===== src/rtl/fifo_ctrl.sv =====
// Synchronous FIFO controller: pointers, occupancy count, status flags and
// sticky error flags for an external FIFO_Memory with combinational read.
module fifo_ctrl #(
  parameter int ADDR_SIZE = 4,
  parameter int AF_LEVEL  = 12,
  parameter int AE_LEVEL  = 4
) (
  input  logic                 wclk,
  input  logic                 wrst,
  input  logic                 winc,
  input  logic                 rinc,
  input  logic                 clr_err,
  output logic                 wclk_en,
  output logic [ADDR_SIZE-1:0] waddr,
  output logic [ADDR_SIZE-1:0] raddr,
  output logic                 wfull,
  output logic                 rempty,
  output logic                 almost_full,
  output logic                 almost_empty,
  output logic [ADDR_SIZE:0]   count,
  output logic                 overflow,
  output logic                 underflow
);
  localparam int                DEPTH   = 1 << ADDR_SIZE;
  localparam logic [ADDR_SIZE:0] DEPTH_C = (ADDR_SIZE+1)'(DEPTH);
  localparam logic [ADDR_SIZE:0] AF_C    = (ADDR_SIZE+1)'(AF_LEVEL);
  localparam logic [ADDR_SIZE:0] AE_C    = (ADDR_SIZE+1)'(AE_LEVEL);

  logic [ADDR_SIZE:0] wptr, rptr, count_nxt;
  logic               push_ok, pop_ok;

  // A push into a full FIFO is fine when a pop frees a slot in the same cycle.
  assign push_ok = winc & (~wfull | rinc);
  assign pop_ok  = rinc & ~rempty;
  assign wclk_en = push_ok & ~wrst;
  assign waddr   = wptr[ADDR_SIZE-1:0];
  assign raddr   = rptr[ADDR_SIZE-1:0];

  always_comb begin
    count_nxt = count;
    case ({push_ok, pop_ok})
      2'b10:   count_nxt = count + 1'b1;
      2'b01:   count_nxt = count - 1'b1;
      default: count_nxt = count;
    endcase
  end

  always_ff @(posedge wclk or posedge wrst) begin
    if (wrst) begin
      wptr         <= '0;
      rptr         <= '0;
      count        <= '0;
      wfull        <= 1'b0;
      rempty       <= 1'b1;
      almost_full  <= (AF_LEVEL == 0);
      almost_empty <= 1'b1;
      overflow     <= 1'b0;
      underflow    <= 1'b0;
    end else begin
      if (push_ok) wptr <= wptr + 1'b1;
      if (pop_ok)  rptr <= rptr + 1'b1;
      count        <= count_nxt;
      // Flags come from the next-state count so they line up with count.
      wfull        <= (count_nxt == DEPTH_C);
      rempty       <= (count_nxt == '0);
      almost_full  <= (count_nxt >= AF_C);
      almost_empty <= (count_nxt <= AE_C);
      // Set has priority over clear.
      overflow     <= (winc & ~push_ok) | (overflow  & ~clr_err);
      underflow    <= (rinc & ~pop_ok)  | (underflow & ~clr_err);
    end
  end
endmodule

===== config.mk =====
export PLATFORM = sky130hd
export DESIGN_NAME = fifo_ctrl
export DESIGN_NICKNAME = d
export VERILOG_FILES = /design/src/rtl/fifo_ctrl.sv
export SDC_FILE = /design/constraint.sdc
export NUM_CORES = 1
export LEC_CHECK = 0
export ABC_AREA = 1
export CAP_MARGIN = 10
export CORE_MARGIN = 3
export CORE_UTILIZATION = 51
export DETAILED_ROUTE_END_ITERATION = 16
export PLACE_DENSITY = 0.86
export SKIP_LAST_GASP = 1
export SLEW_MARGIN = 5
export SYNTH_ARGS = -nofsm -noshare
export SYNTH_HDL_FRONTEND = slang
export SYNTH_SLANG_ARGS = --single-unit

===== constraint.sdc =====
create_clock -name wclk -period 3.7 [get_ports wclk]
set_clock_uncertainty 0.2 [all_clocks]
set_input_delay 0.925 -clock wclk [delete_from_list [all_inputs] [get_ports wclk]]
set_output_delay 0.925 -clock wclk [all_outputs]
set_load 0.005 [all_outputs]

==> flow_summary.html <==
<table>
<tr><th>Metric</th><th>Value</th></tr>
<tr><th colspan="2">Detailed routing</th></tr>
<tr><td>Iteration count of the initial detailed-routing pass</td><td>4</td></tr>
<tr><td>Via count of the routed design</td><td>818</td></tr>
<tr><td>DRC Markers</td><td>0</td></tr>
<tr><td>Total wire length after detailed routing</td><td>2030 µm</td></tr>
<tr><td>DR vias/cell</td><td>5.05</td></tr>
<tr><td>Final routed wire length divided by cell count</td><td>12.5 µm</td></tr>
<tr><td>Number of nets with antenna violations after detailed routing</td><td>0</td></tr>
<tr><td>Count of routing violations after the opening detailed-route iteration</td><td>6</td></tr>
<tr><th colspan="2">Synthesis</th></tr>
<tr><td>Number of distinct library cell variants in the gate-level netlist after synthesis</td><td>27</td></tr>
<tr><td>Post-synth net total</td><td>118</td></tr>
<tr><td>Async SR Flop Fraction</td><td>1.00</td></tr>
<tr><td>Area share of the largest cell type after synthesis</td><td>0.421</td></tr>
<tr><td>Leading post-synthesis cells by instance count</td><td>19 x sky130_fd_sc_hd__nand2_1, 17 x sky130_fd_sc_hd__dfrtp_1, 13 x sky130_fd_sc_hd__inv_1</td></tr>
<tr><td>Largest cells by area after synthesis</td><td>sky130_fd_sc_hd__dfrtp_1 42%, sky130_fd_sc_hd__nand2_1 7.1%, sky130_fd_sc_hd__ha_1 6.2%, sky130_fd_sc_hd__dfstp_2 5.2%, sky130_fd_sc_hd__inv_1 4.8%</td></tr>
<tr><td>Total number of yosys warnings</td><td>0</td></tr>
<tr><td>Sequential cell area fraction in the yosys report</td><td>0.473</td></tr>
<tr><td>Cell type with the highest aggregate area in the netlist</td><td>sky130_fd_sc_hd__dfrtp_1</td></tr>
<tr><td>Post-synthesis cell area</td><td>1010 µm²</td></tr>
<tr><td>Post-Synthesis Mean Instance Area</td><td>9.36 µm²</td></tr>
<tr><td>Gate count of the mapped netlist</td><td>108</td></tr>
<tr><td>Count of flip-flops with a built-in enable after synthesis</td><td>0</td></tr>
<tr><td>Cell with the most instances after synthesis</td><td>sky130_fd_sc_hd__nand2_1</td></tr>
<tr><td>Predominant post-synthesis flop cell</td><td>sky130_fd_sc_hd__dfrtp_1</td></tr>
<tr><td>#FFs+latches synth</td><td>19</td></tr>
<tr><th colspan="2">Pwr</th></tr>
<tr><td>Share of power burned in combinational logic</td><td>0.554</td></tr>
<tr><td>Power spent charging and discharging nets</td><td>429 µW</td></tr>
<tr><td>Leakage power of the design</td><td>0.000620 µW</td></tr>
<tr><td>Peak ir drop on the vdd network</td><td>570 µV</td></tr>
<tr><td>Total power per unit cell area</td><td>832 nW/µm²</td></tr>
<tr><td>Cell internal pwr</td><td>667 µW</td></tr>
<tr><td>Reg power frac</td><td>0.347</td></tr>
<tr><td>Fraction of power consumed by the clock network</td><td>0.098</td></tr>
<tr><td>Proportion of total power due to net switching</td><td>0.391</td></tr>
<tr><th colspan="2">Timing</th></tr>
<tr><td>Actual slew at the worst max-slew pin</td><td>0.719 ns</td></tr>
<tr><td>Slew headroom</td><td>0.520</td></tr>
<tr><td>Peak clock frequency supported by timing</td><td>288 MHz</td></tr>
<tr><td>Final period utilization</td><td>0.937</td></tr>
<tr><td>Total Neg Setup Slack</td><td>0 ns</td></tr>
<tr><td>Min cycle time layout</td><td>3.47 ns</td></tr>
<tr><td>Number of max-slew violations in the final report</td><td>0</td></tr>
<tr><td>Total count of hold-check failures in the final report</td><td>0</td></tr>
<tr><td>Final setup vio count</td><td>0</td></tr>
<tr><td>Final worst setup slack</td><td>0.233 ns</td></tr>
<tr><td>Unrepaired setup endpoints after global routing</td><td>false</td></tr>
<tr><th colspan="2">GRT</th></tr>
<tr><td>Initial antenna violation count</td><td>0</td></tr>
<tr><td>Remaining Overflow, GRT</td><td>0</td></tr>
<tr><td>Number of global-route vias before repair</td><td>872</td></tr>
<tr><td>Maximum number of pins on one net before global-route repair</td><td>20</td></tr>
<tr><td>Global-route wire length before repair</td><td>3730 µm</td></tr>
<tr><td>Total GRT Usage</td><td>0.196</td></tr>
<tr><th colspan="2">Worst setup path</th></tr>
<tr><td>Critical path's top delay family</td><td>buffers and inverters</td></tr>
<tr><td>Cell Chain, Critical Path</td><td>clkdlybuf4s50_1, inv_2, nand2_1, nand2_1, nor2_1, clkdlybuf4s50_1</td></tr>
<tr><td>Critical path destination</td><td>wclk_en</td></tr>
<tr><td>Kind of end point of the critical path</td><td>output port</td></tr>
<tr><td>Setup Crit Path Kind</td><td>in -&gt; out</td></tr>
<tr><td>Crit-path max FO</td><td>7</td></tr>
<tr><td>Buffers plus inverters on the worst setup path</td><td>3</td></tr>
<tr><td>Slack of the worst reg-to-reg path</td><td>1.13 ns</td></tr>
<tr><td>Sort of element at the start of the critical path</td><td>input port</td></tr>
<tr><td>Worst flop-to-flop path startpoint</td><td>wfull$_DFF_PP0_</td></tr>
<tr><td>Launching element of the worst setup path</td><td>rinc</td></tr>
<tr><td>Critical path's slowest cell</td><td>sky130_fd_sc_hd__clkdlybuf4s50_1</td></tr>
<tr><td>Worst Path Arrival</td><td>2.34 ns</td></tr>
<tr><td>Required arrival time at the worst endpoint</td><td>2.57 ns</td></tr>
<tr><td>Crit. path cell count</td><td>6</td></tr>
<tr><td>Critical Path Max Stage Delay</td><td>0.51 ns</td></tr>
<tr><td>Register-to-Register Path Depth</td><td>12</td></tr>
<tr><td>Destination of the worst register-to-register timing path</td><td>rempty$_DFF_PP1_</td></tr>
<tr><th colspan="2">Floorplan</th></tr>
<tr><td>Standard cell core area</td><td>1800 µm²</td></tr>
<tr><td>Floorplan die height</td><td>50.5 µm</td></tr>
<tr><td>Rows</td><td>15</td></tr>
<tr><td>Initial Util</td><td>0.561</td></tr>
<tr><td>Die area</td><td>2550 µm²</td></tr>
<tr><td>Width of the die</td><td>50.5 µm</td></tr>
<tr><td>I/O pin cnt</td><td>25</td></tr>
<tr><th colspan="2">Clocking</th></tr>
<tr><td>Post-CTS setup-driven buffer insertion count</td><td>0</td></tr>
<tr><td>Latest clock arrival within the worst-skew pair</td><td>0.31 ns</td></tr>
<tr><td>Number of gates resized after CTS</td><td>0</td></tr>
<tr><td>H-tree depth</td><td>1</td></tr>
<tr><td>Inserted Clock Buffers</td><td>3</td></tr>
<tr><td>Buffer levels on the longest clock path</td><td>2</td></tr>
<tr><td>CTS clk-pin slew, worst paths</td><td>0.10 ns</td></tr>
<tr><td>Number of buffers inserted by hold repair at cts</td><td>0</td></tr>
<tr><td>Total number of clock tree sinks</td><td>19</td></tr>
<tr><td>CTS tree</td><td>yes</td></tr>
<tr><td>Root buffer cell</td><td>sky130_fd_sc_hd__clkbuf_4</td></tr>
<tr><th colspan="2">Cells and area</th></tr>
<tr><td>FILL cells</td><td>146</td></tr>
<tr><td>Ratio of cells with drive above 1 in the final layout</td><td>0.197</td></tr>
<tr><td>N_diodes</td><td>0</td></tr>
<tr><td>Net count reported at finish</td><td>148</td></tr>
<tr><td>Area growth, synth to finish</td><td>30.2%</td></tr>
<tr><th colspan="2">Place</th></tr>
<tr><td>Final RePlAce weighted congestion</td><td>0.829</td></tr>
<tr><td>Quantity of I/O buffers inserted on ports</td><td>24</td></tr>
<tr><td>Sum of net half-perimeters after detailed placement</td><td>1630 µm</td></tr>
<tr><td>Dpl ws</td><td>0.0533 ns</td></tr>
<tr><th colspan="2">Outcome</th></tr>
<tr><td>Status</td><td>completed</td></tr>
<tr><th colspan="2">Worst hold path</th></tr>
<tr><td>Type of the most critical hold path</td><td>reg -&gt; reg</td></tr>
<tr><th colspan="2">Flow run</th></tr>
<tr><td>Max_cap viols</td><td>0</td></tr>
</table>
==> placed cells by master, fill, tap and decap left out, types with 3 or more instances in the layout <==
cell | synthesis | final
sky130_fd_sc_hd__xor2_1 | 4 | 4
sky130_fd_sc_hd__clkdlybuf4s50_1 | 0 | 24
sky130_fd_sc_hd__ha_1 | 5 | 5
sky130_fd_sc_hd__nor2_2 | 4 | 4
sky130_fd_sc_hd__nand3_1 | 7 | 7
sky130_fd_sc_hd__dfrtp_1 | 17 | 17
sky130_fd_sc_hd__inv_2 | 3 | 3
sky130_fd_sc_hd__clkbuf_4 | 0 | 3
sky130_fd_sc_hd__nand3_2 | 3 | 3
sky130_fd_sc_hd__xnor2_1 | 4 | 4
sky130_fd_sc_hd__nor2_1 | 4 | 4
sky130_fd_sc_hd__inv_1 | 13 | 13
sky130_fd_sc_hd__nand2_2 | 6 | 6
sky130_fd_sc_hd__nand2_1 | 19 | 19
==> layer usage <==
metal	up-vias	global-route usage	wire, µm
li1	397	-	-
met1	387	0.215	831
met2	27	0.361	1060
met3	7	0.0356	88
met4	0	0.0942	46
met5	-	0	0
==> through the flow <==
step	utilization	total power (µW)	area [µm²]	instances	hold WS, ns
after detailed placement	0.716	1000	1290	158	0.260
after global routing	0.731	1200	1320	162	0.308
final	0.731	1100	1320	162	0.275
after floorplan	-	732	1010	108	0.265
after global placement	0.716	963	1290	158	0.255
after CTS	0.731	1110	1320	162	0.279
==> layout make-up <==
class / instances / area (µm²) / area share
clock buffer: 4 / 26.3 / 0.0200
multi-input combinational: 71 / 450 / 0.342
timing repair buffer: 25 / 248 / 0.188
inverter: 18 / 82.6 / 0.0627
tap: 25 / 31.3 / 0.0238
sequential: 19 / 478 / 0.363
==> cells by family (layout without fill, tap and decap cells) <==
kind of cell | count (synthesis) | in the layout | share of synthesized area
xor gates and xnor gates | 8 | 8 | 0.0693
adders and majority gates | 5 | 5 | 0.0619
muxes | 2 | 2 | 0.0210
AOI/OAI and AO/OA | 6 | 6 | 0.0334
DFF | 19 | 19 | 0.473
and+or+nand+nor | 50 | 50 | 0.260
buffers and inverters | 18 | 47 | 0.0817
==> power groups by stage <==
stage / logic (µW) / registers [µW] / clock network [µW]
3_5_place_dp: 614 / 386 / 0
3_3_place_gp: 583 / 380 / 0
4_1_cts: 617 / 382 / 110
2_1_floorplan: 346 / 386 / 0
5_1_grt: 685 / 402 / 116
6_report: 607 / 380 / 107
==> sequential cells by signal (all words and copies together), names as in the netlist <==
register      count
count             5
rptr              4
wptr              4
almost_empty      1
almost_full       1
overflow          1
rempty            1
underflow         1
wfull             1
==> how the worst min path moves through the flow <==
stage | slack, ns | cells past startpoint | startpoint | end
after floorplan | 0.26 | 1 | wptr[3]$_DFFE_PP0P_ | wptr[3]$_DFFE_PP0P_
after global placement | 0.25 | 1 | wptr[3]$_DFFE_PP0P_ | wptr[3]$_DFFE_PP0P_
after detailed placement | 0.26 | 1 | wptr[3]$_DFFE_PP0P_ | wptr[3]$_DFFE_PP0P_
after CTS | 0.28 | 1 | wptr[3]$_DFFE_PP0P_ | wptr[3]$_DFFE_PP0P_
after global routing | 0.31 | 1 | wptr[3]$_DFFE_PP0P_ | wptr[3]$_DFFE_PP0P_
final | 0.27 | 1 | rptr[3]$_DFFE_PP0P_ | rptr[3]$_DFFE_PP0P_
(Power assumes the default switching activity.)
